### config.mk
export PLATFORM = sky130hd
export DESIGN_NAME = booth_mul_arbiter
export DESIGN_NICKNAME = d
export VERILOG_FILES = /design/src/rtl/booth_arb_pkg.sv /design/src/rtl/booth_mul8.sv /design/src/rtl/booth_mul_arbiter.sv
export SDC_FILE = /design/constraint.sdc
export NUM_CORES = 1
export LEC_CHECK = 0
export BUFFER_PORTS_ARGS = -buffer_cell sky130_fd_sc_hd__buf_2
export CELL_PAD_IN_SITES_DETAIL_PLACEMENT = 1
export CELL_PAD_IN_SITES_GLOBAL_PLACEMENT = 2
export CORE_MARGIN = 2
export CORE_UTILIZATION = 36
export DETAILED_ROUTE_END_ITERATION = 12
export PLACE_DENSITY_LB_ADDON = 0.2
export SKIP_CTS_REPAIR_TIMING = 1
export SLEW_MARGIN = 20
export SYNTH_ARGS = -nofsm -noshare
export SYNTH_HDL_FRONTEND = slang
export SYNTH_HIERARCHICAL = 1
export SYNTH_SLANG_ARGS = --single-unit
### constraint.sdc
create_clock -name clk -period 7.3 [get_ports clk]
set_clock_uncertainty 0.15 [all_clocks]
set_input_delay 1.095 -clock clk [delete_from_list [all_inputs] [get_ports clk]]
set_output_delay 1.095 -clock clk [all_outputs]
set_load 0.02 [all_outputs]
### src/rtl/booth_arb_pkg.sv
// Shared constants and radix-4 Booth digit encoding for the arbitrated multiplier.
package booth_arb_pkg;
    localparam int unsigned MUL_W  = 8;
    localparam int unsigned PROD_W = 16;

    typedef enum logic [2:0] {ZERO, P1, M1, P2, M2} booth_digit_e;

    // Window is {b[2i+1], b[2i], b[2i-1]}; the digit is one of -2..+2.
    function automatic booth_digit_e booth_encode(input logic [2:0] win);
        booth_digit_e d;
        case (win)
            3'b001, 3'b010: d = P1;
            3'b011:         d = P2;
            3'b100:         d = M2;
            3'b101, 3'b110: d = M1;
            default:        d = ZERO;
        endcase
        return d;
    endfunction
endpackage

### src/rtl/booth_mul8.sv
// Combinational signed 8x8 -> 16 radix-4 Booth multiplier with a carry-save reduction tree.
module booth_mul8
    import booth_arb_pkg::*;
(
    input  logic [MUL_W-1:0]  a_i,
    input  logic [MUL_W-1:0]  b_i,
    output logic [PROD_W-1:0] prod_o
);
    localparam int unsigned NumPp = MUL_W / 2;
    // Two extra bits so that -(-128) and 2*(-128) are representable.
    localparam int unsigned PpW   = MUL_W + 2;

    logic [MUL_W:0]    b_ext;
    logic [PpW-1:0]    a_x1;
    logic [PpW-1:0]    a_x2;
    logic [PROD_W-1:0] pp [NumPp];

    assign b_ext = {b_i, 1'b0};
    assign a_x1  = {{2{a_i[MUL_W-1]}}, a_i};
    assign a_x2  = {a_i[MUL_W-1], a_i, 1'b0};

    for (genvar g = 0; g < NumPp; g++) begin : g_pp
        booth_digit_e   dig;
        logic [PpW-1:0] sel;

        assign dig = booth_encode(b_ext[2*g +: 3]);

        always_comb begin
            sel = '0;
            case (dig)
                P1:      sel = a_x1;
                M1:      sel = ~a_x1 + PpW'(1);
                P2:      sel = a_x2;
                M2:      sel = ~a_x2 + PpW'(1);
                default: sel = '0;
            endcase
        end

        assign pp[g] = {{(PROD_W - PpW){sel[PpW-1]}}, sel} << (2 * g);
    end

    logic [PROD_W-1:0] sum0, cry0, sum1, cry1;

    assign sum0   = pp[0] ^ pp[1] ^ pp[2];
    assign cry0   = ((pp[0] & pp[1]) | (pp[0] & pp[2]) | (pp[1] & pp[2])) << 1;
    assign sum1   = sum0 ^ cry0 ^ pp[3];
    assign cry1   = ((sum0 & cry0) | (sum0 & pp[3]) | (cry0 & pp[3])) << 1;
    assign prod_o = sum1 + cry1;
endmodule

### src/rtl/booth_mul_arbiter.sv
// Round-robin arbiter sharing one Booth multiplier across N_REQ requesters through a
// two-stage valid/ready pipeline; responses return tagged and in acceptance order.
module booth_mul_arbiter
    import booth_arb_pkg::*;
#(
    parameter  int unsigned N_REQ = 4,
    localparam int unsigned ID_W  = $clog2(N_REQ)
) (
    input  logic                   clk,
    input  logic                   rst_n,
    input  logic [N_REQ-1:0]       req_valid_i,
    input  logic [MUL_W*N_REQ-1:0] req_a_i,
    input  logic [MUL_W*N_REQ-1:0] req_b_i,
    output logic [N_REQ-1:0]       req_ready_o,
    output logic                   rsp_valid_o,
    output logic [ID_W-1:0]        rsp_id_o,
    output logic [PROD_W-1:0]      rsp_prod_o,
    input  logic                   rsp_ready_i,
    output logic                   busy_o
);
    logic              s1_valid_q, s1_valid_d, s2_valid_q, s2_valid_d;
    logic [MUL_W-1:0]  s1_a_q, s1_a_d, s1_b_q, s1_b_d;
    logic [ID_W-1:0]   s1_id_q, s1_id_d, s2_id_q, s2_id_d;
    logic [ID_W-1:0]   ptr_q, ptr_d;
    logic [PROD_W-1:0] s2_prod_q, s2_prod_d, mul_prod;

    logic              s2_load, can_accept, accept, grant_any;
    logic [ID_W-1:0]   grant_id, idx;
    logic [MUL_W-1:0]  a_arr [N_REQ];
    logic [MUL_W-1:0]  b_arr [N_REQ];

    for (genvar g = 0; g < N_REQ; g++) begin : g_unpack
        assign a_arr[g] = req_a_i[g*MUL_W +: MUL_W];
        assign b_arr[g] = req_b_i[g*MUL_W +: MUL_W];
    end

    assign s2_load    = !s2_valid_q || rsp_ready_i;
    assign can_accept = !s1_valid_q || s2_load;

    // Search starts one past the last granted requester.
    always_comb begin
        grant_any = 1'b0;
        grant_id  = '0;
        idx       = '0;
        for (int unsigned k = 1; k <= N_REQ; k++) begin
            idx = ID_W'((32'(ptr_q) + k) % N_REQ);
            if (!grant_any && req_valid_i[idx]) begin
                grant_any = 1'b1;
                grant_id  = idx;
            end
        end
    end

    // rst_n term keeps every grant low while reset is held.
    assign accept      = rst_n && can_accept && grant_any;
    assign req_ready_o = accept ? (N_REQ'(1) << grant_id) : '0;

    booth_mul8 u_mul (
        .a_i    (s1_a_q),
        .b_i    (s1_b_q),
        .prod_o (mul_prod)
    );

    always_comb begin
        s1_valid_d = s1_valid_q;
        s1_a_d     = s1_a_q;
        s1_b_d     = s1_b_q;
        s1_id_d    = s1_id_q;
        s2_valid_d = s2_valid_q;
        s2_prod_d  = s2_prod_q;
        s2_id_d    = s2_id_q;
        ptr_d      = ptr_q;
        if (can_accept) begin
            s1_valid_d = accept;
            if (accept) begin
                s1_a_d  = a_arr[grant_id];
                s1_b_d  = b_arr[grant_id];
                s1_id_d = grant_id;
                ptr_d   = grant_id;
            end
        end
        if (s2_load) begin
            s2_valid_d = s1_valid_q;
            if (s1_valid_q) begin
                s2_prod_d = mul_prod;
                s2_id_d   = s1_id_q;
            end
        end
    end

    always_ff @(posedge clk or negedge rst_n) begin
        if (!rst_n) begin
            s1_valid_q <= 1'b0;
            s1_a_q     <= '0;
            s1_b_q     <= '0;
            s1_id_q    <= '0;
            s2_valid_q <= 1'b0;
            s2_prod_q  <= '0;
            s2_id_q    <= '0;
            ptr_q      <= ID_W'(N_REQ - 1);
        end else begin
            s1_valid_q <= s1_valid_d;
            s1_a_q     <= s1_a_d;
            s1_b_q     <= s1_b_d;
            s1_id_q    <= s1_id_d;
            s2_valid_q <= s2_valid_d;
            s2_prod_q  <= s2_prod_d;
            s2_id_q    <= s2_id_d;
            ptr_q      <= ptr_d;
        end
    end

    assign rsp_valid_o = s2_valid_q;
    assign rsp_id_o    = s2_id_q;
    assign rsp_prod_o  = s2_prod_q;
    assign busy_o      = s1_valid_q || s2_valid_q;
endmodule

==> impl_metrics.py, run 1 <==
metrics = {
    "floorplanning": {
        "die_y_um": 117,
        "coreArea_um2": 12600,
        "die_area_um2": 13800,
        "start_util_pct": 36.9,
        "rows": 41,
        "die_w_um": 117,
        "ioPinCount": 95,
    },
    "cells_and_area": {
        "drive_gt1_share_pct": 23.9,
        "antenna_cells": 0,
        "regArea_um2": 1000,
        "syn2layout_area_growth_pct": 14.7,
        "nFillCells": 1524,
        "finalNetCount": 715,
        "multi_input_area_um2": 3350,
    },
    "synthesis": {
        "ys_async_sr_fraction_pct": 100,
        "synth-edff-count": 0,
        "post_synth_main_area_contributors": "dfrtp_1 21%, mux2i_1 9.5%, fa_1 8.6%",
        "yosysUniqueCellTypes": 64,
        "syn-instance-count": 542,
        "ys.flop_type": "dfrtp_1",
        "syn_avg_cell_area_um2": 8.55,
        "yosys.area.top_type": "dfrtp_1",
        "ys_warn_count": 6,
        "syn-cell-area_um2": 4630,
        "seq_area_frac_synth_pct": 21.7,
        "synth_nets": 651,
        "synth_top_area_share_pct": 20.5,
        "synth_seq_cells": 40,
    },
    "detailed_routing": {
        "first_pass_iters": 5,
        "ant_nets": 0,
        "vias_per_cell": 5.62,
        "drt_iter0_drc": 186,
        "drc": 0,
        "routed_wl_um": 14300,
        "wl_per_cell_um": 18.3,
        "num_vias": 4378,
    },
    "clock_tree": {
        "cts_tree": "built",
        "root_buffer": "clkbuf_16",
        "clock_sinks": 40,
        "clk_pin_slew_worst_paths_ns": 0.07,
        "clock_latency_ns": 0.29,
        "numCtsBuffers": 5,
        "htreeDepth": 2,
        "cts.path.max_buffers": 2,
    },
    "critical_path": {
        "reg2reg_slack_ns": 1.49,
        "crit_fanout": 11,
        "crit_type": "register to register",
        "critical_path_arrival_ns": 5.83,
        "required_ns": 7.32,
        "endpoint_kind": "register",
        "cp-start-kind": "register",
    },
    "global_routing": {
        "grt_pass1_wl_um": 23400,
        "grt_pass1_vias": 4521,
        "antenna_found_initial": 0,
        "grt_usage_pct": 20.8,
        "grt_overflow": 0,
        "grt_start_max_net_pins": 43,
    },
    "hold_path": {
        "hp-class": "register to register",
    },
    "placement": {
        "io_buffer_count": 94,
        "place.gp.congestion": 0.882,
        "hpwl_um": 10900,
    },
    "sta": {
        "fin_tns_setup_ns": 0,
        "finalSetupViolations": 0,
        "timing.fmax_ghz": 0.172,
        "rsz0062_at_grt": "no",
        "slew_headroom_pct": 39.0,
        "fin_crit_sh_pct": 79.6,
        "slew_viol_final": 0,
        "tightest_slew_ns": 0.911,
        "fin_crit_ns": 5.81,
        "final-hold-violation-count": 0,
    },
    "outcome": {
        "status": "finished clean",
    },
    "job": {
        "maxCapViolations": 0,
    },
}
-- flip-flops by register name, indices dropped and copies added (netlist names) --
name         count
ptr_q            2
rsp_id_o         2
rsp_prod_o      16
rsp_valid_o      1
s1_a_q           8
s1_b_q           8
s1_id_q          2
s1_valid_q       1
-- synth_stat cells, types with 2 or more instances --
| cell | instances |
|---|---|
| nand2_1 | 68 |
| mux2i_1 | 44 |
| nor2_1 | 39 |
| dfrtp_1 | 38 |
| a21oi_1 | 36 |
| o21ai_0 | 33 |
| clkbuf_1 | 23 |
| fa_1 | 20 |
| mux2_2 | 20 |
| ha_1 | 18 |
| inv_1 | 17 |
| nand2b_1 | 16 |
| o221ai_1 | 16 |
| xnor2_1 | 16 |
| a22oi_1 | 10 |
| a211oi_1 | 8 |
| and2_1 | 8 |
| nand3_1 | 8 |
| xor2_1 | 8 |
| a31oi_1 | 7 |
| nor2b_1 | 7 |
| a21o_1 | 6 |
| buf_6 | 6 |
| nor3_1 | 5 |
| a221oi_1 | 4 |
| a22o_1 | 4 |
| buf_1 | 4 |
| buf_2 | 4 |
| buf_4 | 3 |
| o211ai_1 | 3 |
| o22ai_1 | 3 |
| a211o_1 | 2 |
| a21boi_2 | 2 |
| a31o_2 | 2 |
| and3_1 | 2 |
| dfstp_2 | 2 |
| nand3b_1 | 2 |
| o21bai_1 | 2 |
-- worst paths after layout --
check / start / endpoint / cells after the start
max in group asynchronous: rst_n / ptr_q[0] / 2
hold / removal: s1_id_q[1] / s1_id_q[1] / 2
hold reg to reg: s1_id_q[1] / s1_id_q[1] / 2
min in group asynchronous: rst_n / rsp_prod_o[3] / 2
setup reg to reg: s1_a_q[0] / rsp_prod_o[15] / 18
setup / recovery: s1_a_q[0] / rsp_prod_o[15] / 18
-- cells in the final DEF (no fill, tap or decap), types with 3 or more instances in the layout --
cell type / Yosys / routed
buf_2: 4 / 94
nand2_1: 68 / 68
mux2i_1: 44 / 44
nor2_1: 39 / 39
dfrtp_1: 38 / 38
a21oi_1: 36 / 36
o21ai_0: 33 / 33
mux2_2: 20 / 20
fa_1: 20 / 20
ha_1: 18 / 18
inv_1: 17 / 17
nand2b_1: 16 / 16
o221ai_1: 16 / 16
xnor2_1: 16 / 16
a22oi_1: 10 / 10
nand3_1: 8 / 8
a211oi_1: 8 / 8
and2_1: 8 / 8
xor2_1: 8 / 8
nor2b_1: 7 / 7
a31oi_1: 7 / 7
a21o_1: 6 / 6
clkbuf_16: 0 / 5
nor3_1: 5 / 5
buf_4: 3 / 4
a221oi_1: 4 / 4
a22o_1: 4 / 4
o211ai_1: 3 / 3
o22ai_1: 3 / 3
-- kinds of logic after synthesis --
logic type,after synthesis,synth area share (%)
AO/OA/AOI/OAI,151,22.1
buffers and inverters,58,6.05
AND/OR/NAND/NOR,165,16.9
adder cells (fa/ha/maj),38,13.5
XOR/XNOR,25,4.89
multiplexers,65,14.9
flip-flops,40,21.7
-- layer usage --
layer	track usage (%)	up-vias	share of wire, %
met5	0	-	0
li1	-	2080	-
met1	27.8	2149	45
met2	35.5	130	48
met3	2.87	19	4.7
met4	5.05	0	2.1
-- cell type report --
class	count	area share (%)
sequential	40	18.9
multi-input combinational	444	63.0
tap	172	4.05
clock buffer	7	2.87
inverter	17	1.20
timing repair buffer	98	9.42
clock inverter	1	0.565
-- metrics by stage --
stage                     instances  area, um^2  setup WS (ns)  util [%]  hold WS (ns)
after floorplan                 542        4630           2.31         -         0.293
after global placement          771        5130           1.74      40.8         0.317
after detailed placement        771        5130           1.57      40.8         0.323
after CTS                       779        5320           1.52      42.3         0.339
after global routing            779        5320           1.01      42.3         0.373
final                           779        5320           1.49      42.3         0.330
-- worst max-delay path, cell delays in order, from the launching register on --
cell and delay [ns]:
dfrtp_1 0.51, inv_1 0.16, ha_1 0.27, nor3b_2 0.49, nand2_1 0.22, xor2_1 0.47
mux2i_1 0.15, a211oi_1 0.27, a21o_1 0.14, fa_1 0.45, fa_1 0.49, ha_1 0.38
a21oi_1 0.16, nand2_1 0.10, a211oi_1 0.30, o21ai_0 0.21, o41ai_1 0.38, xnor2_1 0.12
mux2_2 0.26
Power of run 1 is not shown: default switching activity piles up to over one toggle a cycle in this logic, so the estimate is an artifact.
==> run 2, diff against run 1 <==
CORE_UTILIZATION = 33   (was 36)
clock period = 5.6 ns   (was 7.3 ns; I/O delays follow)
==> run 2 against run 1 <==
Effect of this change:
- global-route usage shrank 0.053 points
- design area grew 2.4%
- routed wire length grew 5.8%
- final cell count grew 3.5%
- critical path depth shrank 2
- fmax grew 9.6%
- count of clock-buffer cells in the layout is the same
- first-iteration DRC count grew 36%
- setup slack lost 1.2 ns
- register-to-register slack lost 1.2 ns
- die area grew 8.8%
- critical path type unchanged
- critical endpoint unchanged
==> impl_metrics.py, run 2 (same netlist as run 1, synthesis figures left out) <==
metrics = {
    "sta": {
        "slew_viol_final": 0,
        "tightest_slew_ns": 0.913,
        "slew_headroom_pct": 38.9,
        "rsz0062_at_grt": "no",
        "timing.fmax_ghz": 0.189,
        "fin_tns_setup_ns": 0,
        "fin_crit_sh_pct": 94.7,
        "finalSetupViolations": 0,
        "fin_crit_ns": 5.30,
        "final-hold-violation-count": 0,
    },
    "cells_and_area": {
        "finalNetCount": 734,
        "layout_commonest_cell": "buf_2",
        "multi_input_area_um2": 3360,
        "layout_common_cells": "94 x buf_2, 68 x nand2_1, 44 x mux2i_1",
        "largest_register_ffs": 16,
        "nFillCells": 1736,
        "syn2layout_area_growth_pct": 17.5,
        "drive_gt1_share_pct": 26.2,
        "regArea_um2": 1000,
        "antenna_cells": 0,
    },
    "global_routing": {
        "grt_pass1_vias": 4449,
        "grt_start_max_net_pins": 43,
        "grt_pass1_wl_um": 24000,
        "grt_usage_pct": 20.7,
        "grt_overflow": 0,
        "antenna_found_initial": 0,
    },
    "critical_path": {
        "required_ns": 5.63,
        "reg2reg_slack_ns": 0.30,
        "r2r_cells": 16,
        "crit_fanout": 15,
        "endpoint": "rsp_prod_o[15]",
        "critical_path_arrival_ns": 5.33,
        "crit_type": "register to register",
        "r2r-end": "rsp_prod_o[15]",
        "endpoint_kind": "register",
        "cp-start-kind": "register",
        "r2r-start": "s1_a_q[2]",
        "cp-startpoint": "s1_a_q[2]",
    },
    "detailed_routing": {
        "wl_met2_um": 7000,
        "drc": 0,
        "drt_iter0_drc": 253,
        "num_vias": 4386,
        "ant_nets": 0,
        "top_layer_used": "met4",
        "route.met3.wl_um": 832,
        "wl_met1_um": 6980,
        "routed_wl_um": 15100,
        "wl_per_cell_um": 18.7,
        "vias_per_cell": 5.44,
        "first_pass_iters": 4,
    },
    "floorplanning": {
        "die_w_um": 122,
        "die_y_um": 122,
        "die_area_um2": 15000,
        "ioPinCount": 95,
        "start_util_pct": 33.6,
        "rows": 43,
        "coreArea_um2": 13800,
    },
    "placement": {
        "hpwl_um": 11900,
        "io_buffer_count": 94,
        "place.gp.congestion": 0.883,
    },
    "job": {
        "maxCapViolations": 0,
    },
    "hold_path": {
        "hp-class": "register to register",
    },
    "clock_tree": {
        "cts.path.max_buffers": 2,
        "cts_tree": "built",
        "root_buffer": "clkbuf_16",
        "htreeDepth": 2,
        "clk_pin_slew_worst_paths_ns": 0.06,
        "numCtsBuffers": 5,
        "clock_sinks": 40,
        "clock_latency_ns": 0.30,
    },
    "outcome": {
        "status": "finished clean",
    },
}
[run 2: layout make-up]
class | count | share of cell area (%)
multi-input combinational | 444 | 61.7
sequential | 40 | 18.4
timing repair buffer | 117 | 11.8
tap | 180 | 4.14
clock buffer | 7 | 2.62
inverter | 17 | 1.17
clock inverter | 1 | 0.138
[run 2: metal layers]
layer  track usage [%]  up-vias
met5                 0        -
met4              5.24        0
met3              3.11       18
met2              33.4      145
met1              29.0     2116
li1                  -     2107
[run 2: worst min path at each step]
stage,from,endpoint,cells past startpoint
final,s1_id_q[0],s1_id_q[0],1
after global routing,s1_id_q[0],s1_id_q[0],1
after CTS,s1_id_q[1],s1_id_q[1],2
after detailed placement,s1_id_q[1],s1_id_q[1],2
after global placement,s1_id_q[1],s1_id_q[1],2
after floorplan,s1_id_q[1],s1_id_q[1],2
[run 2: critical path, cell delays in order (launching register included)]
cell and delay, ns:
dfrtp_1 0.60, or4_4 0.64, nor2_4 0.14, xnor2_2 0.19
mux2i_1 0.13, a211oi_1 0.26, a21o_1 0.14, fa_1 0.45
fa_1 0.49, ha_1 0.37, a21oi_1 0.17, nand2_1 0.09
a211oi_1 0.37, o21ai_0 0.22, o41ai_1 0.39, xnor2_1 0.12
mux2_2 0.26
[run 2: stage by stage]
stage	std cells	hold WS (ns)	cell area (um^2)	util (%)	setup WS [ns]
after floorplan	542	0.293	4630	-	0.606
after global placement	795	0.306	5260	38.2	0.437
after detailed placement	795	0.328	5260	38.2	0.199
after CTS	803	0.344	5410	39.3	0.162
after global routing	806	0.365	5450	39.5	0.0225
final	806	0.335	5450	39.5	0.298
Power of run 2 is left out for the same reason.
==> run 3, diff against run 2 <==
CORE_UTILIZATION = 36   (was 33)
clock period = 6.71 ns   (was 5.6 ns; I/O delays follow)
==> run 3 against run 2 <==
Effect of this change:
- count of clock-buffer cells in the layout unchanged
- routed wire length decreased by 4.2%
- design area decreased by 2.7%
- hold slack about the same
- register-to-register slack improved by 0.54 ns
- final cell count decreased by 3.0%
- critical path depth increased by 2
- global-route usage increased by 0.23 points
- setup slack improved by 0.54 ns
- highest routed layer unchanged
==> impl_metrics.py, run 3 (same netlist as run 1, synthesis figures left out) <==
metrics = {
    "outcome": {
        "status": "finished clean",
    },
    "placement": {
        "place.gp.congestion": 0.910,
        "hpwl_um": 11200,
        "numPlacedInstances": 774,
        "pre_cts_slack_ns": 0.914,
        "io_buffer_count": 94,
    },
    "detailed_routing": {
        "vias_per_cell": 5.50,
        "routed_wl_um": 14500,
        "num_vias": 4304,
        "first_pass_iters": 4,
        "wl_per_cell_um": 18.5,
        "ant_nets": 0,
        "drt_iter0_drc": 204,
        "drc": 0,
    },
    "sta": {
        "rsz0062_at_grt": "no",
        "tightest_slew_ns": 0.997,
        "timing.fmax_ghz": 0.170,
        "slew_headroom_pct": 33.3,
        "final-hold-violation-count": 0,
        "fin_crit_sh_pct": 87.5,
        "setup_ws_ns": 0.838,
        "fin_crit_ns": 5.87,
        "slew_viol_final": 0,
        "finalSetupViolations": 0,
        "fin_tns_setup_ns": 0,
    },
    "cells_and_area": {
        "antenna_cells": 0,
        "nFillCells": 1537,
        "drive_gt1_share_pct": 23.9,
        "largest_register_ffs": 16,
        "multi_input_area_um2": 3350,
        "layout_commonest_cell": "buf_2",
        "final_cell_count_no_fill": 782,
        "syn2layout_area_growth_pct": 14.3,
        "layout_common_cells": "94 x buf_2, 68 x nand2_1, 44 x mux2i_1",
        "finalNetCount": 718,
        "regArea_um2": 1000,
    },
    "floorplanning": {
        "die_area_um2": 13800,
        "start_util_pct": 36.9,
        "die_w_um": 117,
        "ioPinCount": 95,
        "die_y_um": 117,
        "rows": 41,
        "coreArea_um2": 12600,
    },
    "clock_tree": {
        "cts.path.max_buffers": 2,
        "htreeDepth": 2,
        "clk_pin_slew_worst_paths_ns": 0.06,
        "clock_latency_ns": 0.29,
        "cts_tree": "built",
        "root_buffer": "clkbuf_16",
        "numCtsBuffers": 5,
        "clock_sinks": 40,
    },
    "critical_path": {
        "crit_slowest_cell": "dfrtp_1",
        "slowest_delay_ns": 0.51,
        "cp-start-kind": "register",
        "required_ns": 6.73,
        "path_cells": "inv_1 -> ha_1 -> nor3b_2 -> nand2_1 -> xor2_1 -> mux2i_1 -> a211oi_1 -> a21o_1 -> fa_1 -> fa_1 -> ha_1 -> a21oi_1 -> nand2_1 -> a211oi_1 -> o21ai_0 -> o41ai_1 -> xnor2_1 -> mux2_2",
        "endpoint_kind": "register",
        "critical_path_arrival_ns": 5.89,
        "crit_fanout": 11,
        "crit_type": "register to register",
    },
    "job": {
        "maxCapViolations": 0,
    },
    "hold_path": {
        "hp-class": "register to register",
    },
    "global_routing": {
        "grt_pass1_vias": 4402,
        "grt_start_max_net_pins": 43,
        "grt_pass1_wl_um": 23300,
        "grt_overflow": 0,
        "grt_usage_pct": 20.9,
        "antenna_found_initial": 0,
    },
}
[run 3: through the flow]
step / hold slack (ns) / instance area, um^2 / util, %
final: 0.335 / 5300 / 42.1
after floorplan: 0.293 / 4630 / -
after detailed placement: 0.325 / 5150 / 41.0
after global placement: 0.315 / 5150 / 41.0
after global routing: 0.373 / 5300 / 42.1
after CTS: 0.339 / 5300 / 42.1
[run 3: final timing paths]
path                                  end  cells after the start  slack, ns       start
min in group asynchronous   rsp_prod_o[7]                      2       0.63       rst_n
hold / removal                 s1_id_q[0]                      1       0.34  s1_id_q[0]
hold reg to reg                s1_id_q[0]                      1       0.34  s1_id_q[0]
max in group asynchronous        ptr_q[0]                      2       5.39       rst_n
setup reg to reg           rsp_prod_o[15]                     18       0.84   s1_a_q[0]
setup / recovery           rsp_prod_o[15]                     18       0.84   s1_a_q[0]
[run 3: critical path, delay by kind of cell (launching register included)]
family / cells / cell delay (ns)
simple gates: 3 / 0.76
xor+xnor: 2 / 0.64
flops: 1 / 0.51
fa+ha+maj: 4 / 1.57
compound gates: 6 / 1.52
buf+inv: 1 / 0.17
mux: 2 / 0.45
[run 3: final cells by class]
| class | count | share of cell area, % |
|---|---|---|
| clock buffer | 7 | 2.50 |
| inverter | 17 | 1.20 |
| clock inverter | 1 | 0.165 |
| tap | 172 | 4.06 |
| sequential | 40 | 18.9 |
| multi-input combinational | 444 | 63.2 |
| timing repair buffer | 101 | 9.87 |
[run 3: layer usage]
metal	track usage [%]	share of wire, %
met5	0	0
met4	5.05	1.2
met3	2.58	3.8
met2	37.2	50
met1	27.0	45
Power of run 3 is left out for the same reason.
